## config.mk

```make
export PLATFORM = sky130hd
export DESIGN_NAME = eaglesong_digest_arbiter
export DESIGN_NICKNAME = d
export VERILOG_FILES = /design/src/rtl/eaglesong_digest_arbiter.sv
export SDC_FILE = /design/constraint.sdc
export NUM_CORES = 1
export LEC_CHECK = 0
export CAP_MARGIN = 25
export CORE_AREA = 4 4 709 711
export DETAILED_ROUTE_END_ITERATION = 12
export DIE_AREA = 0 0 713 715
export GPL_TIMING_DRIVEN = 0
export PLACE_DENSITY_LB_ADDON = 0.1
export SLEW_MARGIN = 20
export SYNTH_ARGS = -nofsm -noshare
export SYNTH_HDL_FRONTEND = slang
export SYNTH_SLANG_ARGS = --single-unit
```

## constraint.sdc

```tcl
create_clock -name clk -period 5 [get_ports clk]
set_input_delay 1 -clock clk [delete_from_list [all_inputs] [get_ports clk]]
set_output_delay 1 -clock clk [all_outputs]
set_load 0.02 [all_outputs]
```

## src/rtl/eaglesong_digest_arbiter.sv

```systemverilog
// eaglesong_digest_arbiter
//
// Purpose:
//   Shares a single Eaglesong digest core among NUM_REQ requesters. A
//   round-robin arbiter picks one pending job and copies its message and
//   length into local registers. It then runs the core's start/ready
//   handshake and hands the 256-bit digest (or an error) back to the
//   requester that was granted. Only one job is in flight at a time.
//
// Parameters:
//   NUM_REQ       number of requesters (2..8)
//   START_CYCLES  cycles core_start_eval is held high per job (>= 1)
//   TIMEOUT       cycles to wait for the core before aborting with an error
//
// Ports:
//   clk, rst_n               rising-edge clock, asynchronous active-low reset
//   req_valid / req_ready    per-requester job handshake; ready is a one-hot
//                            single-cycle accept pulse
//   req_data / req_len       message i = req_data[i*256 +: 256],
//                            length i = req_len[i*7 +: 7] bytes
//   resp_valid / resp_ready  per-requester result handshake, resp_valid one-hot
//   resp_data / resp_err     digest as emitted by the core; err => data is zero
//   core_*                   connection to the shared digest core

module eaglesong_digest_arbiter #(
    parameter int NUM_REQ      = 4,
    parameter int START_CYCLES = 2,
    parameter int TIMEOUT      = 120
) (
    input  logic                   clk,
    input  logic                   rst_n,
    input  logic [NUM_REQ-1:0]     req_valid,
    output logic [NUM_REQ-1:0]     req_ready,
    input  logic [NUM_REQ*256-1:0] req_data,
    input  logic [NUM_REQ*7-1:0]   req_len,
    output logic [NUM_REQ-1:0]     resp_valid,
    input  logic [NUM_REQ-1:0]     resp_ready,
    output logic [255:0]           resp_data,
    output logic                   resp_err,
    output logic [255:0]           core_input_val,
    output logic [6:0]             core_input_length_bytes,
    output logic                   core_start_eval,
    input  logic [255:0]           core_output_val,
    input  logic                   core_eval_output_ready
);

    localparam int PTR_W   = $clog2(NUM_REQ);
    localparam int CNT_MAX = (START_CYCLES > TIMEOUT) ? START_CYCLES : TIMEOUT;
    localparam int CNT_W   = $clog2(CNT_MAX + 1);

    typedef enum logic [1:0] {
        ST_IDLE,
        ST_START,
        ST_WAIT,
        ST_RESP
    } state_e;

    state_e             state_q,  state_d;
    logic [PTR_W-1:0]   rr_ptr_q, rr_ptr_d;
    logic [PTR_W-1:0]   gnt_q,    gnt_d;
    logic [255:0]       data_q,   data_d;
    logic [6:0]         len_q,    len_d;
    logic [255:0]       result_q, result_d;
    logic               err_q,    err_d;
    logic [CNT_W-1:0]   cnt_q,    cnt_d;

    int                 cand;
    logic [PTR_W-1:0]   cand_idx;
    logic               pick_found;
    logic [PTR_W-1:0]   pick_idx;
    logic [255:0]       pick_data;
    logic [6:0]         pick_len;
    logic               pick_len_bad;

    // Round-robin search: walk the requesters starting at rr_ptr and wrap
    // around, taking the first one with a pending job.
    always_comb begin
        pick_found = 1'b0;
        pick_idx   = '0;
        cand       = 0;
        cand_idx   = '0;
        for (int k = 0; k < NUM_REQ; k++) begin
            cand = int'(rr_ptr_q) + k;
            if (cand >= NUM_REQ) begin
                cand = cand - NUM_REQ;
            end
            cand_idx = PTR_W'(cand);
            if (!pick_found && req_valid[cand_idx]) begin
                pick_found = 1'b1;
                pick_idx   = cand_idx;
            end
        end
    end

    assign pick_data    = req_data[int'(pick_idx) * 256 +: 256];
    assign pick_len     = req_len[int'(pick_idx) * 7 +: 7];
    // The core only hashes 1..32 byte messages; anything else is refused at accept.
    assign pick_len_bad = (pick_len == 7'd0) || (pick_len > 7'd32);

    // Next-state and output logic. The outputs depend only on the registered
    // state, apart from the accept pulse in IDLE, which follows req_valid
    // within the same cycle.
    always_comb begin
        state_d  = state_q;
        rr_ptr_d = rr_ptr_q;
        gnt_d    = gnt_q;
        data_d   = data_q;
        len_d    = len_q;
        result_d = result_q;
        err_d    = err_q;
        cnt_d    = cnt_q;

        req_ready               = '0;
        resp_valid              = '0;
        resp_data               = '0;
        resp_err                = 1'b0;
        core_input_val          = '0;
        core_input_length_bytes = '0;
        core_start_eval         = 1'b0;

        case (state_q)
            ST_IDLE: begin
                if (pick_found) begin
                    // Qualify with rst_n so the accept pulse is also silent
                    // while reset is held.
                    req_ready = (NUM_REQ'(1) << pick_idx) & {NUM_REQ{rst_n}};
                    gnt_d     = pick_idx;
                    rr_ptr_d  = (pick_idx == PTR_W'(NUM_REQ - 1)) ? '0 : pick_idx + 1'b1;
                    cnt_d     = '0;
                    if (pick_len_bad) begin
                        data_d   = '0;
                        len_d    = '0;
                        result_d = '0;
                        err_d    = 1'b1;
                        state_d  = ST_RESP;
                    end else begin
                        data_d   = pick_data;
                        len_d    = pick_len;
                        err_d    = 1'b0;
                        state_d  = ST_START;
                    end
                end
            end

            ST_START: begin
                // A ready left high by the previous job is ignored here.
                core_start_eval         = 1'b1;
                core_input_val          = data_q;
                core_input_length_bytes = len_q;
                if (cnt_q == CNT_W'(START_CYCLES - 1)) begin
                    cnt_d   = '0;
                    state_d = ST_WAIT;
                end else begin
                    cnt_d   = cnt_q + 1'b1;
                end
            end

            ST_WAIT: begin
                core_input_val          = data_q;
                core_input_length_bytes = len_q;
                if (core_eval_output_ready) begin
                    result_d = core_output_val;
                    err_d    = 1'b0;
                    state_d  = ST_RESP;
                end else if (cnt_q == CNT_W'(TIMEOUT - 1)) begin
                    result_d = '0;
                    err_d    = 1'b1;
                    state_d  = ST_RESP;
                end else begin
                    cnt_d    = cnt_q + 1'b1;
                end
            end

            ST_RESP: begin
                resp_valid = NUM_REQ'(1) << gnt_q;
                resp_data  = result_q;
                resp_err   = err_q;
                if (resp_ready[gnt_q]) begin
                    state_d = ST_IDLE;
                end
            end

            default: begin
                state_d = ST_IDLE;
            end
        endcase
    end

    always_ff @(posedge clk or negedge rst_n) begin
        if (!rst_n) begin
            state_q  <= ST_IDLE;
            rr_ptr_q <= '0;
            gnt_q    <= '0;
            data_q   <= '0;
            len_q    <= '0;
            result_q <= '0;
            err_q    <= 1'b0;
            cnt_q    <= '0;
        end else begin
            state_q  <= state_d;
            rr_ptr_q <= rr_ptr_d;
            gnt_q    <= gnt_d;
            data_q   <= data_d;
            len_q    <= len_d;
            result_q <= result_d;
            err_q    <= err_d;
            cnt_q    <= cnt_d;
        end
    end

endmodule

```

# Word level (Yosys, flattened, before mapping)
# Index checks and enable logic that the tools add are counted.
[totals]
regBits = 533
out_inout_bits = 529
elab_cells = 118
[op_classes]
n_addsub = 9
mul = 1
magnitude_cmp = 10
eq_ne = 13
shift = 4
n_mux = 55
bitwise_logic = 1
reduce_logical = 17
[op_table]
columns = ["op", "n"]
rows = [
  ["$mux 256", 7],
  ["$shiftx 1024x11->256", 1],
  ["$pmux 256 s2", 1],
  ["$mux 7", 6],
  ["$mux 2", 15],
  ["$shiftx 28x6->7", 1],
  ["$pmux 7 s3", 1],
  ["$lt 2x3->1 const B", 5],
  ["$mux 1", 15],
  ["$mux 4", 3],
  ["$ne 2x2->1 const B", 6],
  ["$reduce_and 4->1", 3],
  ["$bmux 1 s2", 5],
  ["$ge 3x3->1 const B", 3],
  ["$pmux 2 s4", 1],
  ["$shl 1x2->4 const A", 2],
  ["$sub 2x1->2 const B", 4],
  ["$add 7x1->7 const B", 1],
  ["$eq 7x1->1 const B", 1],
  ["$eq 7x7->1 const B", 1],
  ["$gt 7x6->1 const B", 1],
  ["$logic_not 7->1", 1],
  ["$add 2x2->3 const B", 2],
  ["$eq 2x2->1 const B", 3],
  ["17 further kinds", 21],
]

# Logic depth before layout (Yosys ltp)
# Gate-level depths: netlist of the first run.
[depth]
ltp_word = 21
ltp_mapped = 13

# Worst setup path after synthesis of the first run
# Ideal clock, no wire load.
[synth_path]
kind = "input to output"
from = "in req_valid[0]"
to = "out req_ready[0]"
arrival_time_ns = 2.625
required_ns = 4.000
path_slack_ns = 1.375
cell_stages = 8
path_buffers = 2
cell_sequence = "and4b_1 -> a21o_1 -> nor2_1 -> inv_2 -> clkbuf_1 -> clkbuf_1 -> ha_1 -> and3_1"
[synth_between]
elab_chain_cells = 16
elab_cells_between_ends = 26
cone_classes = "1 x shift; 18 x mux; 1 x bitwise; 6 x reduce/logical"
[synth_lines]
columns = ["element", "line_no", "source"]
rows = [
  ["start, declared", "32", "input logic [NUM_REQ-1:0] req_valid,"],
  ["$bmux 1 s2", "88", "if (!pick_found && req_valid[cand_idx]) begin"],
  ["$mux 1 (not written as such)", "88", ""],
  ["$mux 1", "88", ""],
  ["$logic_not 1->1", "88", ""],
  ["$logic_and 1x1->1", "88", ""],
  ["$mux 1", "88", ""],
  ["$logic_not 1->1", "88", ""],
  ["$logic_and 1x1->1", "88", ""],
  ["$mux 1", "88", ""],
  ["$logic_not 1->1", "88", ""],
  ["$logic_and 1x1->1", "88", ""],
  ["$mux 2", "88", ""],
  ["$shl 1x2->4", "126", "req_ready = (NUM_REQ'(1) << pick_idx) & {NUM_REQ{rst_n}};"],
  ["$and 4x4->4", "126", ""],
  ["$mux 4 *", "123", "if (pick_found) begin"],
  ["$mux 4 *", "121", "case (state_q)"],
  ["end, declared", "33", "output logic [NUM_REQ-1:0] req_ready,"],
]
# Every way passes the cells marked *; elsewhere a longest branch is shown, timed or not. The select of a mux whose other input is x is not followed.

# Worst setup path after layout of the first run
[layout_path]
from = "in req_valid[3]"
to = "out req_ready[3]"
[layout_between]
elab_chain_cells = 16
elab_cells_between_ends = 26
cone_classes = "1 x shift; 18 x mux; 1 x bitwise; 6 x reduce/logical"
[layout_lines]
columns = ["element", "line_no", "source"]
rows = [
  ["$bmux 1 s2", "88", ""],
  ["$mux 1 (not written as such)", "88", ""],
  ["$mux 1", "88", ""],
  ["$logic_not 1->1", "88", ""],
  ["$logic_and 1x1->1", "88", ""],
  ["$mux 1", "88", ""],
  ["$logic_not 1->1", "88", ""],
  ["$logic_and 1x1->1", "88", ""],
  ["$mux 1", "88", ""],
  ["$logic_not 1->1", "88", ""],
  ["$logic_and 1x1->1", "88", ""],
  ["$mux 2 *", "88", ""],
  ["named net pick_idx[0]", "70", "logic [PTR_W-1:0] pick_idx;"],
  ["$shl 1x2->4 *", "126", ""],
  ["$and 4x4->4 *", "126", ""],
  ["$mux 4 *", "123", ""],
  ["$mux 4 *", "121", ""],
]
# Mark *: on every way through the listed nets, which the timed path passes. The rest lies on a longest branch. The select of a mux whose other input is x is not followed.

==> summary.txt, run 1 <==
Status
  – Status: finished, final reports clean

Pwr
  – Worst vdd ir: 0.253 mV
  – Sum of internal, switching and leakage power: 36.3 mW
  – Pwr per Cell Area: 582 nW/um2
  – Leakage: 24.0 nW

Drt
  – Number of nets with antenna violations after detailed routing: 0
  – 1st-pass router iterations: 7
  – DR iter-0 viols: 2668
  – Total detailed-routing wirelength: 405000 um
  – Routed via count: 40600
  – Wirelength per Cell: 31.3 um
  – DRC violation count after routing: 0
  – Vias/cell: 3.14

Synthesis
  – Post-synth cell types: 48
  – Synth async-reset ratio: 100%
  – Yosys warnings: 0
  – Post-Syn Nets: 5498
  – EDFF count, synth: 0
  – Most used DFF post-synth: sky130_fd_sc_hd__dfrtp_1
  – Average size of a mapped cell: 7.52 um2
  – Number of flip-flops and latches in the synthesized netlist: 533
  – Syn Std Cell Area: 31300 um2
  – Synthesized instance count: 4167
  – Fraction of the yosys area taken by sequential cells: 42.6%

GRT
  – Global route overflow: 0
  – Pin count of the biggest net entering global routing: 75
  – First-pass GRT wire length: 504000 um
  – Total Routing Usage GR: 15.2%
  – Initial antenna violation count: 236
  – Number of global-route vias before repair: 42600

Hold path
  – Tightest Hold Check Type: input port to async pin

Clocking
  – Insertion delay to the later sink of the worst-skew pair: 850 ps
  – Clock-pin slew reported for the worst setup and hold paths after clock tree synthesis: 50 ps
  – CTS buffer count: 93
  – Number of sinks on the clock net: 533
  – CTS tree: built
  – Library cell used as clock root buffer: sky130_fd_sc_hd__clkbuf_16
  – CTS H-tree lvls: 3
  – Maximum buffer depth of the clock tree: 4
  – Hold-fix buffers, CTS: 0

Timing
  – Final worst clock skew: 132 ps
  – Final Max Slew Viols: 0
  – Final clock period utilization by the worst path: 97.6%
  – Final setup viols: 0
  – Slew Limit Headroom: 27.5%
  – Setup repair after global routing missed its margin: no
  – Setup TNS after final layout: 0 ps
  – Final worst slack: 121 ps
  – Transition time at the pin with the least slew margin: 1090 ps
  – Minimum period implied by the final worst setup slack: 4880 ps
  – Max Fclk: 205 MHz
  – Number of endpoints with negative hold slack in the final report: 0

Critical path
  – Crit-path max cell delay: 720 ps
  – Series of cell instances along the critical path: clkdlybuf4s50_1 > nor2b_1 > o21ai_0 > o211a_1 > clkbuf_2 > clkbuf_2 > ha_1 > and3_1 > clkdlybuf4s50_1
  – Required time of the critical path: 4000 ps
  – Setup crit end kind: output pin
  – Category of cells accounting for the largest share of critical-path delay: buffers and inverters
  – Data arrival, critical path: 3880 ps
  – Crit-path slowest cell: sky130_fd_sc_hd__clkdlybuf4s50_1
  – Crit start category: input port
  – CP Max Fanout: 11
  – Critical path start-end classification: input port to output pin
  – Buffers and inverters on the worst path: 4

Floorplanning
  – Row count: 259
  – Initial standard-cell utilization of the core: 6.31%
  – DIE HEIGHT: 715 um
  – Die footprint: 510000 um2
  – Top Ports: 1848
  – Core outline area: 496000 um2
  – Chip Width: 713 um

Placed design
  – Pre-CTS setup slack: -1130 ps
  – Routability congestion estimate: 0.990
  – HPWL reported at the end of detailed placement: 358000 um
  – Area after DPL: 59200 um2
  – Count of buffers from port buffering: 1847

Cells and area
  – Post-route design area: 62400 um2
  – Synth-to-layout area growth: 99.0%
  – Share of post-route cells with drive strength above 1: 4.94%
  – Fill count: 57400
  – Final net count: 7484

Flow run
  – Max-cap violations: 0
==> Yosys cell counts, types with 2 or more instances <==
| cell type | count | area (um2) |
|---|---|---|
| sky130_fd_sc_hd__nand2_1 | 1303 | 4890 |
| sky130_fd_sc_hd__nand3_1 | 798 | 3990 |
| sky130_fd_sc_hd__dfrtp_1 | 533 | 13300 |
| sky130_fd_sc_hd__and2_1 | 525 | 3280 |
| sky130_fd_sc_hd__clkbuf_1 | 318 | 1190 |
| sky130_fd_sc_hd__o21ai_0 | 277 | 1390 |
| sky130_fd_sc_hd__a22o_1 | 256 | 2240 |
| sky130_fd_sc_hd__buf_2 | 50 | 250 |
| sky130_fd_sc_hd__ha_1 | 12 | 150 |
| sky130_fd_sc_hd__buf_1 | 10 | 37.5 |
| sky130_fd_sc_hd__inv_1 | 9 | 33.8 |
| sky130_fd_sc_hd__nor2_1 | 9 | 33.8 |
| sky130_fd_sc_hd__and3_1 | 8 | 50.1 |
| sky130_fd_sc_hd__o31ai_1 | 7 | 52.6 |
| sky130_fd_sc_hd__nand2b_1 | 6 | 37.5 |
| sky130_fd_sc_hd__a211oi_1 | 5 | 37.5 |
| sky130_fd_sc_hd__a21oi_1 | 4 | 20.0 |
| sky130_fd_sc_hd__a21o_1 | 3 | 22.5 |
| sky130_fd_sc_hd__a41o_1 | 2 | 20.0 |
| sky130_fd_sc_hd__nand3b_1 | 2 | 15.0 |
| sky130_fd_sc_hd__nor3_1 | 2 | 10.0 |
| sky130_fd_sc_hd__o21ai_1 | 2 | 10.0 |
==> kinds of logic (layout without fill, tap and decap cells) <==
family                     after synthesis  count (layout)  share of synthesized area, %
and+or+nand+nor                       2663            2663                          39.5
AOI/OAI and AO/OA                      568             568                          12.4
adders and majority gates               12              12                         0.479
other                                    0              54                             0
muxes                                    3               3                         0.140
DFF                                    533             533                          42.6
buffers and inverters                  388            2434                          4.85
==> flip-flops by register name, summed over array words and instances, names as in the netlist <==
signal,cells
len_q,7
result_q,256
data_q,256
cnt_q,7
gnt_q,2
rr_ptr_q,2
err_q,1
state_q,2
==> worst paths after layout <==
| path | from | to | slack (ps) | cells past startpoint |
|---|---|---|---|---|
| setup / recovery | req_valid[3] | req_ready[3] | 120 | 9 |
| hold / removal | rst_n | result_q[189] | 110 | 1 |
| setup reg to reg | rr_ptr_q[0] | result_q[83] | 610 | 14 |
| hold reg to reg | data_q[5] | data_q[5] | 470 | 2 |
| max in group asynchronous | rst_n | data_q[42] | 2670 | 5 |
| min in group clk | data_q[5] | data_q[5] | 470 | 2 |
==> area by class of cell <==
| class | count | area (um2) | share of cell area (%) |
|---|---|---|---|
| buffer | 374 | 1540 | 2.47 |
| multi-input combinational | 3246 | 16500 | 26.5 |
| antenna | 54 | 135 | 0.217 |
| tap | 6655 | 8330 | 13.4 |
| clock buffer | 128 | 2620 | 4.20 |
| sequential | 533 | 13300 | 21.4 |
| timing repair buffer | 1895 | 19500 | 31.2 |
| clock inverter | 27 | 383 | 0.614 |
| inverter | 10 | 37.5 | 0.0602 |
==> power breakdown <==
part / total, mW / switching [mW] / internal, mW / leakage, nW
sequential: 7.71 / 1.34 / 6.37 / 7.13
combinational: 21.8 / 14.6 / 7.22 / 15.4
clock: 6.81 / 2.77 / 4.04 / 1.48
total: 36.3 / 18.7 / 17.6 / 24.0
==> layer usage <==
metal  part of all wire, %  global-route usage (%)  routed length, um  up-vias
met5                  0.21                       0                849        -
met4                   3.1                    3.88              12400      130
met3                   7.1                    4.45              28700      505
met2                    53                    28.9             214000     1714
met1                    37                    16.3             149000    20200
li1                      -                       -                  -    18100
==> cells in the final DEF, fill, tap and decap left out, types with 3 or more instances in the layout <==
cell                              count
sky130_fd_sc_hd__buf_16              17
sky130_fd_sc_hd__buf_4                3
sky130_fd_sc_hd__a211oi_1             4
sky130_fd_sc_hd__dfrtp_1            533
sky130_fd_sc_hd__nand2b_1             6
sky130_fd_sc_hd__nand2_1           1303
sky130_fd_sc_hd__clkdlybuf4s50_1   1837
sky130_fd_sc_hd__a21oi_1              4
sky130_fd_sc_hd__buf_8                4
sky130_fd_sc_hd__clkbuf_16           93
sky130_fd_sc_hd__clkinv_2            12
sky130_fd_sc_hd__clkbuf_8            16
sky130_fd_sc_hd__clkinv_4             3
sky130_fd_sc_hd__o21ai_0            276
sky130_fd_sc_hd__diode_2             54
sky130_fd_sc_hd__a21o_1               3
sky130_fd_sc_hd__o31ai_1              7
sky130_fd_sc_hd__clkbuf_2            52
sky130_fd_sc_hd__inv_1                9
sky130_fd_sc_hd__buf_2               51
sky130_fd_sc_hd__a22o_1             256
sky130_fd_sc_hd__dlygate4sd2_1        6
sky130_fd_sc_hd__bufinv_16            8
sky130_fd_sc_hd__nor2_1               7
sky130_fd_sc_hd__clkbuf_1           279
sky130_fd_sc_hd__buf_6                6
sky130_fd_sc_hd__and2_1             523
sky130_fd_sc_hd__nand3_1            797
sky130_fd_sc_hd__buf_1               10
sky130_fd_sc_hd__buf_12              19
sky130_fd_sc_hd__and3_1               8
sky130_fd_sc_hd__ha_1                12
==> repair_timing <==
item                                    4_1_cts  5_1_grt
resized for setup                            35        6
endpoints found under the setup margin      199        5
pin swaps                                     1        0
gates cloned                                  0        0
setup buffers                                 2        0
==> stage by stage <==
stage	cells	util, %	hold slack, ps
floorplan	4167	-	441
global placement	12700	11.7	456
detailed placement	12700	11.9	462
CTS	12900	12.5	7.36
global route	12900	12.5	68.3
finish	12900	12.6	106
Note: power is estimated with default switching activity, not from simulation.
==> inputs of run 2 (changes only) <==
==> constraint.sdc (replaced) <==
create_clock -name clk -period 5 [get_ports clk]
set_input_delay 0.5 -clock clk [delete_from_list [all_inputs] [get_ports clk]]
set_output_delay 0.5 -clock clk [all_outputs]
set_load 0.02 [all_outputs]
==> run 2 against run 1 <==
Compared with the run above:
- largest power group unchanged
- highest routed layer unchanged
- critical path type is now flop to output pin
- via count is 0.18% lower
- sequential power hardly changed
- sequential share of layout area hardly changed
- clock power hardly changed
- clock-buffer cell count stayed put
- final cell count hardly changed
- register-to-register slack hardly changed
- critical endpoint is now core_input_val[136]
- clock skew is 0.83 ps lower
- non-clock buffer count is 2 higher
- critical path depth is 2 lower
- global-route usage hardly changed
- routed wire length hardly changed
==> summary.txt, run 2 (synthesis results as in run 1) <==
Status
  – Status: finished, final reports clean

Clocking
  – Number of sinks on the clock net: 533 (unchanged)
  – CTS buffer count: 93 (unchanged)
  – Maximum buffer depth of the clock tree: 4 (unchanged)
  – CTS H-tree lvls: 3 (unchanged)
  – Library cell used as clock root buffer: sky130_fd_sc_hd__clkbuf_16
  – Insertion delay to the later sink of the worst-skew pair: 850 ps (about the same)
  – Clock-pin slew reported for the worst setup and hold paths after clock tree synthesis: 60 ps (about the same)
  – CTS tree: built

GRT
  – First-pass GRT wire length: 504000 um (about the same)
  – Pin count of the biggest net entering global routing: 75 (unchanged)
  – Total Routing Usage GR: 15.2% (about the same)
  – Global route overflow: 0 (unchanged)
  – Number of global-route vias before repair: 42600 (-0.031%)
  – Initial antenna violation count: 240 (+1.7%)

Timing
  – Final Max Slew Viols: 0 (unchanged)
  – Setup repair after global routing missed its margin: no
  – Final setup viols: 0 (unchanged)
  – Number of endpoints with negative hold slack in the final report: 0 (unchanged)
  – Worst hold-check slack: 204 ps (+97.8 ps)
  – Minimum period implied by the final worst setup slack: 4650 ps (-227 ps)
  – Final worst clock skew: 131 ps (-0.832 ps)
  – Transition time at the pin with the least slew margin: 1080 ps (-10.5 ps)
  – Slew Limit Headroom: 27.5% (+0.037 points)
  – Final clock period utilization by the worst path: 93.0% (-4.5 points)
  – Max Fclk: 215 MHz (+4.9%)

Drt
  – Total detailed-routing wirelength: 405000 um (about the same)
  – Vias/cell: 3.13 (-0.21%)
  – DR iter-0 viols: 2592 (-2.8%)
  – DRC violation count after routing: 0 (unchanged)
  – Wirelength per Cell: 31.3 um (about the same)
  – 1st-pass router iterations: 7 (unchanged)
  – Routed via count: 40500 (-0.18%)
  – Number of nets with antenna violations after detailed routing: 0 (unchanged)

Hold path
  – Tightest Hold Check Type: input port to async pin

Pwr
  – Switching share of power: 51.4% (about the same)
  – Leakage: 23.9 nW (-0.25%)
  – Clock share of power: 18.8% (about the same)
  – Net switching power figure: 18.7 mW (about the same)
  – Sequential Power Share: 21.2% (about the same)
  – Fraction of power consumed by combinational cells: 60.0% (about the same)
  – Pwr per Cell Area: 582 nW/um2 (about the same)
  – Cell-internal power: 17.6 mW (about the same)
  – Sum of internal, switching and leakage power: 36.3 mW (about the same)
  – Worst vdd ir: 0.252 mV (-0.39%)

Critical path
  – CP Max Fanout: 11 (unchanged)
  – Required time of the critical path: 4500 ps (+500 ps)
  – Setup crit end kind: output pin
  – Crit start category: flop
  – Critical path start-end classification: flop to output pin
  – Data arrival, critical path: 4150 ps (+270 ps)

Floorplanning
  – Top Ports: 1848 (unchanged)
  – Chip Width: 713 um (unchanged)
  – Core outline area: 496000 um2 (unchanged)
  – Initial standard-cell utilization of the core: 6.31% (unchanged)
  – Row count: 259 (unchanged)
  – Die footprint: 510000 um2 (unchanged)
  – DIE HEIGHT: 715 um (unchanged)

Placed design
  – HPWL reported at the end of detailed placement: 358000 um (unchanged)
  – Routability congestion estimate: 0.990 (unchanged)
  – Count of buffers from port buffering: 1847 (unchanged)

Cells and area
  – Most frequent standard cell in the layout excluding fill and tap cells: sky130_fd_sc_hd__clkdlybuf4s50_1
  – Share of post-route cells with drive strength above 1: 4.63% (-0.31 points)
  – Commonest cells after routing, fill and taps aside: sky130_fd_sc_hd__clkdlybuf4s50_1 (1845), sky130_fd_sc_hd__nand2_1 (1303), sky130_fd_sc_hd__nand3_1 (797)
  – Synth-to-layout area growth: 99.0% (about the same)
  – Fill count: 57400 (+0.0035%)
  – Final Util: 12.6% (about the same)
  – Top Registers: data_q: 256 flops, result_q: 256 flops
  – Final net count: 7486 (+0.027%)

Flow run
  – Max-cap violations: 0 (unchanged)
==> run 2: critical path, cell delays in order (launching register included) <==
cell and delay [ps]:
sky130_fd_sc_hd__dfrtp_1 420, sky130_fd_sc_hd__inv_1 110, sky130_fd_sc_hd__ha_1 360, sky130_fd_sc_hd__clkbuf_2 310, sky130_fd_sc_hd__buf_12 190, sky130_fd_sc_hd__clkbuf_1 400
sky130_fd_sc_hd__and2_1 300, sky130_fd_sc_hd__clkdlybuf4s50_1 1140
==> run 2: worst paths after layout <==
kind | from | to | slack [ps] | cells past startpoint
worst min-delay path | rst_n | result_q[189] | 200 | 2
min in group clk | core_output_val[89] | result_q[89] | 270 | 2
worst max-delay path | state_q[1] | core_input_val[136] | 350 | 7
max in group asynchronous | rst_n | data_q[42] | 2570 | 6
worst max register to register | rr_ptr_q[0] | result_q[83] | 600 | 14
worst min register to register | data_q[5] | data_q[5] | 470 | 2
==> run 2: cell type report <==
type | instances | area [um2] | share of cell area (%)
flip-flops and latches | 533 | 13300 | 21.4
well taps | 6655 | 8330 | 13.4
inverters | 10 | 37.5 | 0.0602
multi-input cells | 3246 | 16500 | 26.5
repair buffers | 1896 | 19500 | 31.2
diodes | 56 | 140 | 0.225
clock inverters | 27 | 383 | 0.614
plain buffers | 375 | 1520 | 2.44
clock buffers | 128 | 2620 | 4.20
==> run 2: stage by stage <==
step                setup WS [ps]  cell area [um2]  cells  setup TNS (ps)
floorplan                    1980            31300   4167               0
global placement           -28090            58200  12700               -
detailed placement           -630            59200  12700          -57080
CTS                          39.2            62200  12900               0
global route                 27.7            62300  12900               0
finish                        348            62400  12900               0
==> run 2: routing by layer <==
| layer | global-route usage (%) | share of wire, % | routed length (um) | vias to the layer above |
|---|---|---|---|---|
| met1 | 16.3 | 37 | 149000 | 20100 |
| met3 | 4.45 | 7.1 | 28700 | 500 |
| met4 | 3.84 | 3.0 | 12000 | 130 |
| li1 | - | - | - | 18100 |
| met2 | 28.9 | 53 | 214000 | 1686 |
| met5 | 0 | 0.21 | 837 | - |
==> run 2: timing repair <==
| item | CTS | global route |
|---|---|---|
| gates resized for setup | 6 | 0 |
| endpoints found under the hold margin | 111 | 0 |
| buffers inserted | 0 | 2 |
| pin swaps | 0 | 1 |
| hold buffers | 1 | 0 |
| setup endpoints to repair | 18 | 15 |
==> run 2: power groups by stage <==
stage / Clock [mW] / Sequential [mW] / Combinational (mW)
floorplan: 0 / 7.08 / 9.48
global placement: 0 / 7.90 / 22.1
detailed placement: 0 / 7.81 / 22.7
CTS: 7.23 / 7.75 / 22.8
global route: 7.31 / 7.94 / 23.6
finish: 6.82 / 7.70 / 21.8
